--- src/rtl/riscv_ctrl_pkg.sv ---
// Shared encodings for the multicycle RV32I control path: opcodes, FSM states,
// ALU operation codes and datapath mux select codes.
package riscv_ctrl_pkg;

  localparam logic [6:0] OP_LW    = 7'b0000011;
  localparam logic [6:0] OP_SW    = 7'b0100011;
  localparam logic [6:0] OP_RTYPE = 7'b0110011;
  localparam logic [6:0] OP_ITYPE = 7'b0010011;
  localparam logic [6:0] OP_BEQ   = 7'b1100011;
  localparam logic [6:0] OP_JAL   = 7'b1101111;

  typedef enum logic [3:0] {
    S_FETCH    = 4'd0,
    S_DECODE   = 4'd1,
    S_MEMADR   = 4'd2,
    S_MEMREAD  = 4'd3,
    S_MEMWB    = 4'd4,
    S_MEMWRITE = 4'd5,
    S_EXECR    = 4'd6,
    S_EXECI    = 4'd7,
    S_ALUWB    = 4'd8,
    S_BEQ      = 4'd9,
    S_JAL      = 4'd10,
    S_ERROR    = 4'd11
  } state_e;

  localparam logic [2:0] ALU_ADD = 3'b000;
  localparam logic [2:0] ALU_SUB = 3'b001;
  localparam logic [2:0] ALU_AND = 3'b010;
  localparam logic [2:0] ALU_OR  = 3'b011;
  localparam logic [2:0] ALU_SLT = 3'b101;

  localparam logic [1:0] ALUOP_ADD   = 2'b00;
  localparam logic [1:0] ALUOP_SUB   = 2'b01;
  localparam logic [1:0] ALUOP_FUNCT = 2'b10;

  localparam logic [1:0] RES_ALUOUT    = 2'b00;
  localparam logic [1:0] RES_DATA      = 2'b01;
  localparam logic [1:0] RES_ALURESULT = 2'b10;

  localparam logic [1:0] SRCA_PC    = 2'b00;
  localparam logic [1:0] SRCA_OLDPC = 2'b01;
  localparam logic [1:0] SRCA_RD1   = 2'b10;

  localparam logic [1:0] SRCB_RD2  = 2'b00;
  localparam logic [1:0] SRCB_IMM  = 2'b01;
  localparam logic [1:0] SRCB_FOUR = 2'b10;

  localparam logic [1:0] IMM_I = 2'b00;
  localparam logic [1:0] IMM_S = 2'b01;
  localparam logic [1:0] IMM_B = 2'b10;
  localparam logic [1:0] IMM_J = 2'b11;

  // Immediate format depends only on the opcode, so it is decoded outside the FSM.
  function automatic logic [1:0] imm_src_for(input logic [6:0] op);
    case (op)
      OP_SW:   imm_src_for = IMM_S;
      OP_BEQ:  imm_src_for = IMM_B;
      OP_JAL:  imm_src_for = IMM_J;
      default: imm_src_for = IMM_I;
    endcase
  endfunction

endpackage

--- src/rtl/alu_decoder.sv ---
// Maps the FSM's coarse ALU request plus instruction funct fields onto the
// datapath ALU control code.
module alu_decoder
  import riscv_ctrl_pkg::*;
(
  input  logic [1:0] alu_op,
  input  logic [2:0] funct3,
  input  logic       op5,
  input  logic       funct7b5,
  output logic [2:0] alu_control
);

  always_comb begin
    alu_control = ALU_ADD;
    case (alu_op)
      ALUOP_SUB: alu_control = ALU_SUB;
      ALUOP_FUNCT: begin
        case (funct3)
          // Only R-type uses funct7 to select sub; addi's immediate bit 30 must not.
          3'b000:  alu_control = (op5 && funct7b5) ? ALU_SUB : ALU_ADD;
          3'b010:  alu_control = ALU_SLT;
          3'b110:  alu_control = ALU_OR;
          3'b111:  alu_control = ALU_AND;
          default: alu_control = ALU_ADD;
        endcase
      end
      default: alu_control = ALU_ADD;
    endcase
  end

endmodule

--- src/rtl/multicycle_controller.sv ---
// Control FSM for the multicycle RV32I core: one state register, outputs
// decoded combinationally from state, zero and mem_ready.
module multicycle_controller
  import riscv_ctrl_pkg::*;
(
  input  logic       clk,
  input  logic       rst_n,
  input  logic [6:0] op,
  input  logic [2:0] funct3,
  input  logic       funct7b5,
  input  logic       zero,
  input  logic       mem_ready,
  output logic       mem_req,
  output logic       pc_write,
  output logic       adr_src,
  output logic       mem_write,
  output logic       ir_write,
  output logic [1:0] result_src,
  output logic [1:0] alu_src_a,
  output logic [1:0] alu_src_b,
  output logic [1:0] imm_src,
  output logic [2:0] alu_control,
  output logic       reg_write,
  output logic       illegal_op
);

  state_e     state_q, state_d;
  logic [1:0] alu_op;
  logic       pc_update;
  logic       branch;
  logic       ir_load;
  logic       mem_wr;
  logic       rf_wr;

  always_ff @(posedge clk or negedge rst_n) begin
    if (!rst_n) state_q <= S_FETCH;
    else        state_q <= state_d;
  end

  always_comb begin
    state_d = state_q;
    case (state_q)
      S_FETCH:    if (mem_ready) state_d = S_DECODE;
      S_DECODE: begin
        case (op)
          OP_LW, OP_SW: state_d = S_MEMADR;
          OP_RTYPE:     state_d = S_EXECR;
          OP_ITYPE:     state_d = S_EXECI;
          OP_BEQ:       state_d = S_BEQ;
          OP_JAL:       state_d = S_JAL;
          default:      state_d = S_ERROR;
        endcase
      end
      S_MEMADR:   state_d = (op == OP_SW) ? S_MEMWRITE : S_MEMREAD;
      S_MEMREAD:  if (mem_ready) state_d = S_MEMWB;
      S_MEMWB:    state_d = S_FETCH;
      S_MEMWRITE: if (mem_ready) state_d = S_FETCH;
      S_EXECR:    state_d = S_ALUWB;
      S_EXECI:    state_d = S_ALUWB;
      S_ALUWB:    state_d = S_FETCH;
      S_BEQ:      state_d = S_FETCH;
      S_JAL:      state_d = S_ALUWB;
      S_ERROR:    state_d = S_ERROR;
      default:    state_d = S_FETCH;
    endcase
  end

  always_comb begin
    mem_req    = 1'b0;
    adr_src    = 1'b0;
    mem_wr     = 1'b0;
    ir_load    = 1'b0;
    rf_wr      = 1'b0;
    pc_update  = 1'b0;
    branch     = 1'b0;
    result_src = RES_ALUOUT;
    alu_src_a  = SRCA_PC;
    alu_src_b  = SRCB_RD2;
    alu_op     = ALUOP_ADD;
    illegal_op = 1'b0;
    case (state_q)
      S_FETCH: begin
        mem_req    = 1'b1;
        alu_src_a  = SRCA_PC;
        alu_src_b  = SRCB_FOUR;
        result_src = RES_ALURESULT;
        ir_load    = mem_ready;
        pc_update  = mem_ready;
      end
      // Precompute the branch/jump target into ALUOut while the register file reads.
      S_DECODE: begin
        alu_src_a = SRCA_OLDPC;
        alu_src_b = SRCB_IMM;
      end
      S_MEMADR: begin
        alu_src_a = SRCA_RD1;
        alu_src_b = SRCB_IMM;
      end
      S_MEMREAD: begin
        mem_req    = 1'b1;
        adr_src    = 1'b1;
        result_src = RES_ALUOUT;
      end
      S_MEMWB: begin
        result_src = RES_DATA;
        rf_wr      = 1'b1;
      end
      S_MEMWRITE: begin
        mem_req = 1'b1;
        adr_src = 1'b1;
        mem_wr  = 1'b1;
      end
      S_EXECR: begin
        alu_src_a = SRCA_RD1;
        alu_src_b = SRCB_RD2;
        alu_op    = ALUOP_FUNCT;
      end
      S_EXECI: begin
        alu_src_a = SRCA_RD1;
        alu_src_b = SRCB_IMM;
        alu_op    = ALUOP_FUNCT;
      end
      S_ALUWB: begin
        result_src = RES_ALUOUT;
        rf_wr      = 1'b1;
      end
      S_BEQ: begin
        alu_src_a  = SRCA_RD1;
        alu_src_b  = SRCB_RD2;
        alu_op     = ALUOP_SUB;
        result_src = RES_ALUOUT;
        branch     = 1'b1;
      end
      // PC takes the target from ALUOut while the ALU forms OldPC+4 for rd.
      S_JAL: begin
        alu_src_a  = SRCA_OLDPC;
        alu_src_b  = SRCB_FOUR;
        result_src = RES_ALUOUT;
        pc_update  = 1'b1;
      end
      S_ERROR:  illegal_op = 1'b1;
      default: ;
    endcase
  end

  // Strobes are gated by rst_n so nothing writes while reset is held, even with mem_ready high.
  assign pc_write  = (pc_update | (branch & zero)) & rst_n;
  assign ir_write  = ir_load & rst_n;
  assign mem_write = mem_wr & rst_n;
  assign reg_write = rf_wr & rst_n;
  assign imm_src   = imm_src_for(op);

  alu_decoder u_alu_decoder (
    .alu_op      (alu_op),
    .funct3      (funct3),
    .op5         (op[5]),
    .funct7b5    (funct7b5),
    .alu_control (alu_control)
  );

endmodule

--- config.mk ---
export PLATFORM = sky130hd
export DESIGN_NAME = multicycle_controller
export DESIGN_NICKNAME = d
export VERILOG_FILES = /design/src/rtl/riscv_ctrl_pkg.sv /design/src/rtl/alu_decoder.sv /design/src/rtl/multicycle_controller.sv
export SDC_FILE = /design/constraint.sdc
export NUM_CORES = 1
export LEC_CHECK = 0
export ABC_CLOCK_PERIOD_IN_PS = 3620
export BUFFER_PORTS_ARGS = -buffer_cell sky130_fd_sc_hd__buf_2
export CORE_MARGIN = 2
export CORE_UTILIZATION = 47
export DETAILED_ROUTE_END_ITERATION = 8
export PLACE_DENSITY = 0.83
export SLEW_MARGIN = 10
export SYNTH_ARGS = -nofsm -noshare
export SYNTH_HDL_FRONTEND = slang
export SYNTH_SLANG_ARGS = --single-unit
--- constraint.sdc ---
create_clock -name clk -period 3.62 [get_ports clk]
set_clock_uncertainty 0.15 [all_clocks]
set_input_delay 0.543 -clock clk [delete_from_list [all_inputs] [get_ports clk]]
set_output_delay 0.543 -clock clk [all_outputs]
set_load 0.02 [all_outputs]
Word level (Yosys, flattened, before mapping)
Index checks and enable logic that the tools add are counted.
{"block": "op_classes", "n_eq_ne": 25, "n_mux": 22, "n_bitwise": 6, "reduce_logical": 14}
{"op": "4-bit one-hot mux with 7 select lines", "n": 1}
{"op": "4-bit one-hot mux with 5 select lines", "n": 1}
{"op": "4-bit by 3-bit == test with 1-bit output (second input constant)", "n": 4}
{"op": "4-bit == test (second input constant)", "n": 4}
{"op": "2-bit one-hot mux with 2 select lines", "n": 4}
{"op": "7-bit by 6-bit == test with 1-bit output (second input constant)", "n": 2}
{"op": "7-bit == test (second input constant)", "n": 2}
{"op": "4-bit two-way mux", "n": 3}
{"op": "3-bit one-hot mux with 4 select lines", "n": 1}
{"op": "2-bit OR reduction", "n": 6}
{"op": "3-bit OR reduction", "n": 3}
{"op": "4-bit by 2-bit == test with 1-bit output (second input constant)", "n": 2}
{"op": "1-bit two-way mux", "n": 8}
{"op": "7-bit by 2-bit == test with 1-bit output (second input constant)", "n": 1}
{"op": "7-bit by 5-bit == test with 1-bit output (second input constant)", "n": 1}
{"op": "3-bit == test (second input constant)", "n": 2}
{"op": "2-bit != test (second input constant)", "n": 3}
{"op": "2-bit one-hot mux with 3 select lines", "n": 1}
{"op": "3-bit one-hot mux with 2 select lines", "n": 1}
{"op": "1-bit AND", "n": 5}
{"op": "4-bit by 1-bit == test with 1-bit output (second input constant)", "n": 1}
{"op": "4-bit zero test", "n": 1}
{"op": "4-bit OR reduction", "n": 1}
{"op": "3-bit by 2-bit == test with 1-bit output (second input constant)", "n": 1}
{"op": "8 further kinds", "n": 8}
{"block": "word_totals", "regBits": 4, "inputBits": 15, "out_inout_bits": 18}

Longest topological paths before layout
Gate-level depths: netlist (run 1).
{"block": "depth", "word_depth": 5, "ltp_mapped": 7}

By module
Synthesis (run 1) repeated with hierarchy kept, for this count alone.
{"block": "hier_totals", "hier_cells": 86, "area_unflattened_um2": 640.6}
{"module": "multicycle_controller", "n_inst": 1, "cells_per_inst": 75, "area_per_inst_um2": 544.3, "seq_area_each_um2": 100.1}
{"module": "alu_decoder", "n_inst": 1, "cells_per_inst": 11, "area_per_inst_um2": 96.3, "seq_area_each_um2": 0.0}

Least setup slack after synthesis (run 1)
Ideal clock, no wire load.
{"block": "synth_path", "path_type": "reg-to-output", "start": "register state_q[2]", "end": "output alu_control[1]", "arrival_ps": 1749, "t_required_ps": 2927, "slack_ps": 1178, "path_stages_with_launch": 7, "path_buffers": 2, "path_cell_list": "dfrtp_1 -> buf_2 -> buf_1 -> nand3b_1 -> inv_1 -> ha_1 -> nor3_1"}
{"block": "synth_between", "elab_chain_cells": 5, "word_cells_on_any_way": 8, "cone_classes": "eq/ne: 5; mux: 2; reduce/logical: 1"}
{"item": "start: declaration", "line": "multicycle_controller.sv:27", "text": "state_e state_q, state_d;"}
{"item": "start signal: assignment", "line": "multicycle_controller.sv:37", "text": "else state_q <= state_d;"}
{"item": "4-bit by 3-bit == test with 1-bit output", "line": "multicycle_controller.sv:81", "text": "case (state_q)"}
{"item": "2-bit OR reduction (no source line)"}
{"item": "2-bit one-hot mux with 2 select lines (*)", "line": "multicycle_controller.sv:81"}
{"item": "2-bit == test / 2-bit by 1-bit == test with 1-bit output (equally long branches)", "line": "alu_decoder.sv:15", "text": "case (alu_op)"}
{"item": "3-bit one-hot mux with 2 select lines (*)", "line": "alu_decoder.sv:15"}
{"item": "end: declaration", "line": "multicycle_controller.sv:22", "text": "output logic [2:0] alu_control,"}
Every way passes the cells marked *; elsewhere a longest branch is shown, timed or not.

Final worst setup path (run 1)
{"block": "layout_path", "start": "register state_q[1]", "end": "output alu_control[1]"}
Same word-level chain as after synthesis.

==> flow_metrics.py, run 1 <==
metrics = {
    "synthesis": {
        "yosys.area.top_type": "dfrtp_1",
        "async_flop_share_pct": 100,
        "ys_types": 39,
        "yosys_warnings": 0,
        "syn_nets": 110,
        "synth_flop_cell": "dfrtp_1",
        "synthCells": 93,
        "synthTopCellsByArea": "dfrtp_1 (16%), nor2_1 (6.5%), nor2b_1 (4.9%), buf_2 (4.7%), nor3_1 (4.7%)",
        "yosysSeqAreaShare_pct": 15.8,
        "synth-edff-count": 0,
        "syn_area_sq_um": 634,
        "avgSynthCellArea_sq_um": 6.82,
        "synth_top_area_share_pct": 15.8,
        "ys_ff_latch": 4,
    },
    "global_route": {
        "grt_max_degree": 22,
        "use_met2_pct": 41.7,
        "grt-busiest-layer": "met2",
        "grt_pass1_wl_um": 2460,
        "grt_pass1_vias": 608,
        "antenna_found_initial": 0,
        "grt.total_usage_pct": 22.7,
        "met1_usage_pct": 25.7,
        "gr-total-overflow": 0,
        "grt_use_met3_pct": 3.26,
    },
    "sta": {
        "clock.fmax_mhz": 358,
        "finalMaxSlewViolations": 0,
        "finalSetupViolCount": 0,
        "fin_crit_sh_pct": 77.3,
        "relSlewSlack_pct": 61.3,
        "final_hold_viol_count": 0,
        "finalSetupTns_ns": 0,
        "period_needed_ns": 2.80,
        "tightestPinTransition_ns": 0.580,
        "rsz0062_at_grt": "false",
    },
    "power": {
        "power.density_mw_per_mm2": 754,
        "p_leak_uw": 0.000410,
        "ir_worst_vdd_mv": 0.381,
    },
    "critical_path": {
        "worst_setup_path_end_kind": "primary output",
        "critical_path.slowest_cell": "dfrtp_1",
        "max_stage_delay_ns": 0.70,
        "crit_family": "flip-flops",
        "crit_chain": "and2b_1 -> nand3b_1 -> inv_1 -> ha_1 -> nor3_1 -> buf_2",
        "critical_path_class": "reg -> out",
        "path_buf_inv": 2,
        "worstPathMaxFanout": 21,
        "crit_required_ns": 2.93,
        "cp.arrival_ns": 2.10,
        "start_kind": "register",
    },
    "drt": {
        "vias": 752,
        "wl_um": 1670,
        "drt_first_pass_iters": 4,
        "drt-vias-per-instance": 5.49,
        "ant_nets": 0,
        "post-route-drc-count": 0,
        "drtIter0Drc": 14,
        "routedWlPerCell_um": 12.2,
    },
    "clock_network": {
        "cts.path.max_buffers": 2,
        "htreeDepth": 1,
        "clockRootBuffer": "clkbuf_4",
        "numCtsBuffers": 3,
        "cts.reportedPaths.clkPinSlew_ns": 0.05,
        "clkLatencyLatePin_ns": 0.24,
        "cts.repair.resized": 0,
        "cts_tree": "yes",
        "clock_sinks": 4,
        "post_cts.repair.setup_buffers": 0,
    },
    "final_layout": {
        "stdcell_count": 137,
        "largest_register_ffs": 4,
        "drive_above_1_share_pct": 34.4,
        "num_antenna_cells": 0,
        "final_nets": 141,
        "areaGrowthSynthToFinish_pct": 28.0,
        "reg_top3": "state_q: 4 flops",
        "top_register": "state_q",
    },
    "status": {
        "outcome": "finished, final reports clean",
    },
    "floorplanning": {
        "chipWidth_um": 40.7,
        "coreArea_sq_mm": 0.00128,
        "die-area_sq_mm": 0.00166,
        "ios": 33,
        "die_h_um": 40.7,
        "floorplan.rows": 13,
        "start_util_pct": 49.4,
    },
    "placed_design": {
        "place.port_buffers": 32,
        "hpwl_um": 1240,
        "gp_congestion": 0.817,
        "post-place-cells": 133,
    },
    "run": {
        "drv_cap": 0,
    },
    "min_path": {
        "hp-class": "in -> async",
    },
}
## metrics by stage
stage	hold slack (ns)	utilization (%)	setup slack, ns	total power, uW	instance area (sq um)
global route	0.516	63.2	0.655	671	812
detailed placement	0.221	60.7	1.08	551	779
finish	0.508	63.2	0.823	612	812
floorplan	0.0974	-	1.18	453	634
CTS	0.515	63.2	0.833	610	812
global placement	0.219	60.7	1.16	543	779
## per-layer routing
metal | share of wire (%) | vias up
li1 | - | 389
met1 | 44 | 333
met2 | 50 | 30
met3 | 6.5 | 0
met4 | 0 | 0
met5 | 0 | -
## kinds of logic after synthesis
logic type	share of synthesized area [%]
adders and majority gates	3.94
xor gates and xnor gates	5.52
and+or+nand+nor	44.2
DFF	15.8
buffers and inverters	8.28
AOI/OAI and AO/OA	20.5
muxes	1.78
## cells in the final DEF, fill, tap and decap left out, drive strengths merged, types with 2 or more instances in the layout
cell,instances
nor2b,5
nor3b,3
nor4,2
dfrtp,4
and2,2
nand3,4
buf,32
o21ai,7
ha,2
nand2b,3
nor3,7
clkbuf,3
xnor2,2
and2b,2
a21oi,4
xor2,2
nand2,4
nor2,11
and3,2
inv,5
## worst paths after layout
kind / from / endpoint / slack [ns] / cells after the start
min reg2reg: state_q[0] / state_q[2] / 0.63 / 2
max in group asynchronous: rst_n / state_q[1] / 2.65 / 2
min: rst_n / state_q[0] / 0.51 / 2
max reg2reg: state_q[1] / state_q[2] / 1.87 / 4
min in group clk: op[0] / state_q[3] / 0.55 / 3
max: state_q[1] / alu_control[1] / 0.82 / 6
## worst reg2reg max path: cells and delay by family (launching register included)
| kind | cells | cell delay, ns |
|---|---|---|
| AND/OR/NAND/NOR | 2 | 0.69 |
| flip-flops | 1 | 0.58 |
| AO/OA/AOI/OAI | 2 | 0.26 |
## power by group
group          switching, uW  total [uW]  internal (uW)  leakage (uW)
registers               83.4         146           63.0     0.0000509
logic                    230         408            178      0.000345
clock network           20.8        58.1           37.3     0.0000138
total                    334         612            278      0.000410
## final cells by class
type / count / area [sq um]
flip-flops and latches: 4 / 100
clock buffers: 3 / 22.5
multi-input cells: 77 / 482
fillers: 131 / 473
inverters: 5 / 18.8
well taps: 15 / 18.8
repair buffers: 33 / 170
## cells in the mapped netlist, drive strengths merged, types with 2 or more instances
library cell	instances
nor3	7
and2	2
inv	5
xnor2	2
o21ai	7
nand2b	3
nand2	4
nor2b	5
and3	2
and2b	2
nor4	2
nor3b	3
xor2	2
nor2	11
nand3	4
ha	2
buf	7
dfrtp	4
a21oi	4
## timing repair
item / in CTS / in global routing
hold endpoints to repair: 4 / 0
hold buffers: 1 / 0
setup endpoints to repair: 0 / 0
Power figures use the tool's default switching activity.
==> inputs of run 2 (changes only) <==
- ABC_CLOCK_PERIOD_IN_PS: 3620 -> 2900
- CORE_UTILIZATION: 47 -> 44
- PLACE_DENSITY: 0.83 -> 0.78
- clock period: 3.62 -> 2.9 ns (I/O delays scaled with it)
==> run 2 against run 1 <==
Compared with the run above: critical path depth stayed put; total power rose by 31%; wire length decreased by 2.3%; utilization increased by 0.72 points; combinational power up 51%.
==> flow_metrics.py, run 2 (synthesis gave the netlist of run 1 again) <==
metrics = {
    "status": {
        "outcome": "finished, final reports clean",
    },
    "drt": {
        "drtIter0Drc": 18,
        "vias": 759,
        "ant_nets": 0,
        "drt_first_pass_iters": 3,
        "routedWlPerCell_um": 11.5,
        "drt-vias-per-instance": 5.38,
        "post-route-drc-count": 0,
        "wl_um": 1630,
    },
    "sta": {
        "rsz0062_at_grt": "false",
        "finalSetupViolCount": 0,
        "whs_ns": 0.396,
        "relSlewSlack_pct": 76.7,
        "period_needed_ns": 2.42,
        "fin_crit_sh_pct": 83.6,
        "tightestPinTransition_ns": 0.349,
        "finalMaxSlewViolations": 0,
        "final_hold_viol_count": 0,
        "clock.fmax_mhz": 412,
        "finalSetupTns_ns": 0,
    },
    "critical_path": {
        "critical_path.slowest_cell": "dfrtp_1",
        "path_buf_inv": 3,
        "crit_family": "buffers and inverters",
        "crit_chain": "buf_4 -> nand3b_1 -> inv_1 -> ha_1 -> nor3_1 -> buf_2",
        "start_kind": "register",
        "max_stage_delay_ns": 0.48,
        "crit_required_ns": 2.32,
        "startpoint": "state_q[2]",
        "rr_startpoint": "state_q[1]",
        "cp.arrival_ns": 1.84,
        "rrSetupSlack_ns": 1.32,
        "critical_path_class": "reg -> out",
        "worst_setup_path_end_kind": "primary output",
        "worstRegToRegCells": 5,
        "worstPathMaxFanout": 10,
        "reg2reg_to": "state_q[0]",
    },
    "final_layout": {
        "largest_register_ffs": 4,
        "reg_top3": "state_q: 4 flops",
        "fill_cells": 133,
        "final_nets": 145,
        "layout_commonest_cell": "buf_2",
        "layout_common_cells": "buf_2 (32), nor2_1 (11), nor3_1 (6), o21ai_0 (6), nor2b_1 (5)",
        "top_register": "state_q",
        "drive_above_1_share_pct": 36.5,
        "areaGrowthSynthToFinish_pct": 32.7,
        "num_antenna_cells": 0,
    },
    "clock_network": {
        "cts.repair.resized": 0,
        "post_cts.repair.setup_buffers": 0,
        "numCtsBuffers": 3,
        "clkLatencyLatePin_ns": 0.24,
        "clockRootBuffer": "clkbuf_4",
        "cts_hold_buf": 1,
        "clock_sinks": 4,
        "cts.path.max_buffers": 2,
        "cts.reportedPaths.clkPinSlew_ns": 0.04,
        "cts_tree": "yes",
        "htreeDepth": 1,
    },
    "placed_design": {
        "gp_congestion": 0.783,
        "place.port_buffers": 32,
        "hpwl_um": 1230,
    },
    "global_route": {
        "antenna_found_initial": 0,
        "grt.total_usage_pct": 18.4,
        "grt_pass1_vias": 611,
        "gr-total-overflow": 0,
        "grt_pass1_wl_um": 2560,
        "grt_max_degree": 21,
    },
    "floorplanning": {
        "ios": 33,
        "chipWidth_um": 42.0,
        "die-area_sq_mm": 0.00176,
        "start_util_pct": 48.1,
        "die_h_um": 42.0,
        "coreArea_sq_mm": 0.00132,
        "floorplan.rows": 13,
    },
    "run": {
        "drv_cap": 0,
    },
    "power": {
        "fin_total_pwr_uw": 800,
        "power.density_mw_per_mm2": 950,
        "ir_worst_vdd_mv": 0.570,
        "p_leak_uw": 0.000430,
    },
    "min_path": {
        "hp-class": "in -> async",
    },
}
run 2: changes by cell type in the layout (fill, tap and decap cells not counted):
cell and change:
buf_4 +4
run 2: worst max-delay path by stage:
stage                                 to  slack (ns)  cells past startpoint
after floorplan           alu_control[1]        0.57                      6
after global placement    alu_control[1]        0.79                      6
after detailed placement  alu_control[1]        0.75                      6
after CTS                 alu_control[1]        0.48                      6
after global routing      alu_control[1]        0.34                      6
final                     alu_control[1]        0.48                      6
run 2: metal layers:
| metal | up-vias | GRT usage [%] | part of all wire (%) |
|---|---|---|---|
| li1 | 400 | - | - |
| met1 | 334 | 25.1 | 49 |
| met2 | 25 | 28.4 | 44 |
| met3 | 0 | 6.90 | 6.5 |
| met4 | 0 | 1.94 | 0 |
| met5 | - | 0 | 0 |
run 2: report_power, final:
| group | switching (uW) | internal [uW] |
|---|---|---|
| sequential | 30.7 | 80.0 |
| clock | 25.2 | 46.5 |
| combinational | 368 | 250 |
| total | 424 | 376 |
run 2: cell type report:
type | count | area, sq um | area share (%)
well taps | 15 | 18.8 | 2.23
multi-input cells | 77 | 482 | 57.2
clock buffers | 3 | 22.5 | 2.67
inverters | 5 | 18.8 | 2.23
repair buffers | 37 | 200 | 23.8
flip-flops and latches | 4 | 100 | 11.9
run 2: through the flow:
step                utilization (%)  setup WS, ns  cell area, sq um  std cells
global placement               61.4         0.790               810        137
global route                   63.9         0.336               842        141
CTS                            63.9         0.481               842        141
finish                         63.9         0.476               842        141
detailed placement             61.4         0.751               810        137
floorplan                         -         0.566               634         93
==> inputs of run 3 (changes only) <==
- ABC_CLOCK_PERIOD_IN_PS: 2900 -> 2100
- CORE_UTILIZATION: 44 -> 39
- PLACE_DENSITY: 0.78 -> 0.73
- clock period: 2.9 -> 2.1 ns (I/O delays scaled with it)
==> run 3 against run 2 <==
Compared with the run above: first-iteration DRC count up 39%; cell area up 22%; combinational power up 93%; die area up 12%; cell count up 6.4%; critical path depth down 1; count of clock-buffer cells in the layout unchanged; register-to-register slack worse by 0.92 ns; sequential cell count unchanged.
==> flow_metrics.py, run 3 (synthesis gave the netlist of run 1 again) <==
metrics = {
    "final_layout": {
        "fill_cells": 119,
        "final_area_sq_mm": 0.00103,
        "drive_above_1_share_pct": 50.0,
        "num_antenna_cells": 0,
        "layout_commonest_cell": "buf_2",
        "largest_register_ffs": 4,
        "top_register": "state_q",
        "final_nets": 153,
        "areaGrowthSynthToFinish_pct": 61.9,
        "layout_common_cells": "buf_2 (26), buf_4 (12), nor2_1 (10), o21ai_0 (5)",
        "stdcell_count": 150,
        "reg_top3": "state_q: 4 flops",
    },
    "placed_design": {
        "post-place-cells": 139,
        "placed_cell_area_sq_um": 823,
        "gp_congestion": 0.850,
        "place.port_buffers": 32,
        "hpwl_um": 1440,
    },
    "power": {
        "power.density_mw_per_mm2": 1400,
        "p_leak_uw": 0.000495,
        "ir_worst_vdd_mv": 1.01,
    },
    "clock_network": {
        "htreeDepth": 1,
        "clkLatencyLatePin_ns": 0.25,
        "cts_tree": "yes",
        "cts.path.max_buffers": 2,
        "clock_sinks": 4,
        "clockRootBuffer": "clkbuf_4",
        "cts.reportedPaths.clkPinSlew_ns": 0.04,
        "numCtsBuffers": 3,
    },
    "sta": {
        "final_hold_viol_count": 0,
        "finalSetupTns_ns": 0,
        "fin_crit_sh_pct": 99.1,
        "finalMaxSlewViolations": 0,
        "period_needed_ns": 2.08,
        "clock.fmax_mhz": 481,
        "tightestPinTransition_ns": 0.294,
        "finalSetupViolCount": 0,
        "relSlewSlack_pct": 80.2,
        "rsz0062_at_grt": "true",
    },
    "min_path": {
        "hp-class": "in -> async",
    },
    "global_route": {
        "gr-total-overflow": 0,
        "grt_pass1_vias": 769,
        "grt.total_usage_pct": 21.1,
        "antenna_found_initial": 0,
        "grt_max_degree": 21,
        "grt_pass1_wl_um": 3080,
    },
    "drt": {
        "ant_nets": 0,
        "wl_um": 2200,
        "drtIter0Drc": 25,
        "routedWlPerCell_um": 14.6,
        "vias": 874,
        "post-route-drc-count": 0,
        "drt_first_pass_iters": 4,
        "drt-vias-per-instance": 5.83,
    },
    "floorplanning": {
        "coreArea_sq_mm": 0.00152,
        "floorplan.rows": 14,
        "ios": 33,
        "start_util_pct": 41.6,
        "chipWidth_um": 44.3,
        "die_h_um": 44.3,
        "die-area_sq_mm": 0.00197,
    },
    "run": {
        "drv_cap": 0,
    },
    "critical_path": {
        "critical_path_class": "reg -> out",
        "worstPathMaxFanout": 4,
        "crit_required_ns": 1.63,
        "cp.arrival_ns": 1.62,
        "start_kind": "register",
        "worst_setup_path_end_kind": "primary output",
    },
    "status": {
        "outcome": "finished, final reports clean",
    },
}
run 3: changes by cell type in the layout (fill, tap and decap cells not counted), sizes merged:
| cell | previous run | this run |
|---|---|---|
| buf | 36 | 43 |
| clkbuf | 3 | 4 |
run 3: power breakdown:
part / switching [uW] / internal [uW] / total [uW] / leakage (uW)
Clock: 36.2 / 64.2 / 100 / 0.0000138
Sequential: 31.9 / 113 / 145 / 0.0000497
Combinational: 629 / 566 / 1190 / 0.000432
Total: 697 / 743 / 1440 / 0.000495
run 3: area by class of cell:
| type | instances | area [sq um] | share of cell area, % |
|---|---|---|---|
| flip-flops and latches | 4 | 101 | 9.87 |
| multi-input cells | 77 | 541 | 52.6 |
| repair buffers | 45 | 324 | 31.5 |
| well taps | 16 | 20.0 | 1.95 |
| clock buffers | 3 | 22.5 | 2.19 |
| inverters | 5 | 18.8 | 1.83 |
run 3: final timing paths:
path                                  from    endpoint  slack [ns]  depth (start not counted)
worst min register to register  state_q[3]  state_q[2]        0.54                          2
max in group asynchronous            rst_n  state_q[1]        1.37                          2
worst max-delay path            state_q[1]     mem_req        0.02                          5
min in group clk                     op[0]  state_q[3]        0.31                          3
worst max register to register  state_q[1]  state_q[0]        0.40                          6
worst min-delay path                 rst_n  state_q[0]        0.27                          2
run 3: what timing repair did:
action	4_1_cts	5_1_grt
endpoints found under the setup margin	3	6
hold buffers	1	0
cloned	0	1
gates resized for setup	5	21
pin swaps	0	8
buffers inserted	4	3
endpoints found under the hold margin	4	0
run 3: layer usage:
layer	GRT usage, %	routed length [um]	share of wire (%)	vias to the layer above
met3	3.27	166	7.6	4
met5	0	0	0	-
met1	23.0	854	39	411
met2	38.2	1150	52	46
met4	12.1	25	1.1	0
li1	-	-	-	413
run 3: worst max-delay path, cell delays in order (launching register included):
cell and delay (ns):
dfrtp_2 0.42, buf_8 0.13, or2_2 0.30, mux2_4 0.28, nor2_4 0.11, buf_6 0.12
run 3: through the flow:
stage	util [%]	total power (uW)	hold slack (ns)	setup WS, ns
floorplan	-	784	-0.131	0.0256
global route	67.4	1540	0.287	-0.0650
detailed placement	54.0	1020	-0.00197	0.179
finish	67.4	1440	0.269	0.0196
global placement	54.0	1010	-0.00843	0.263
CTS	59.6	1200	0.279	0.00212
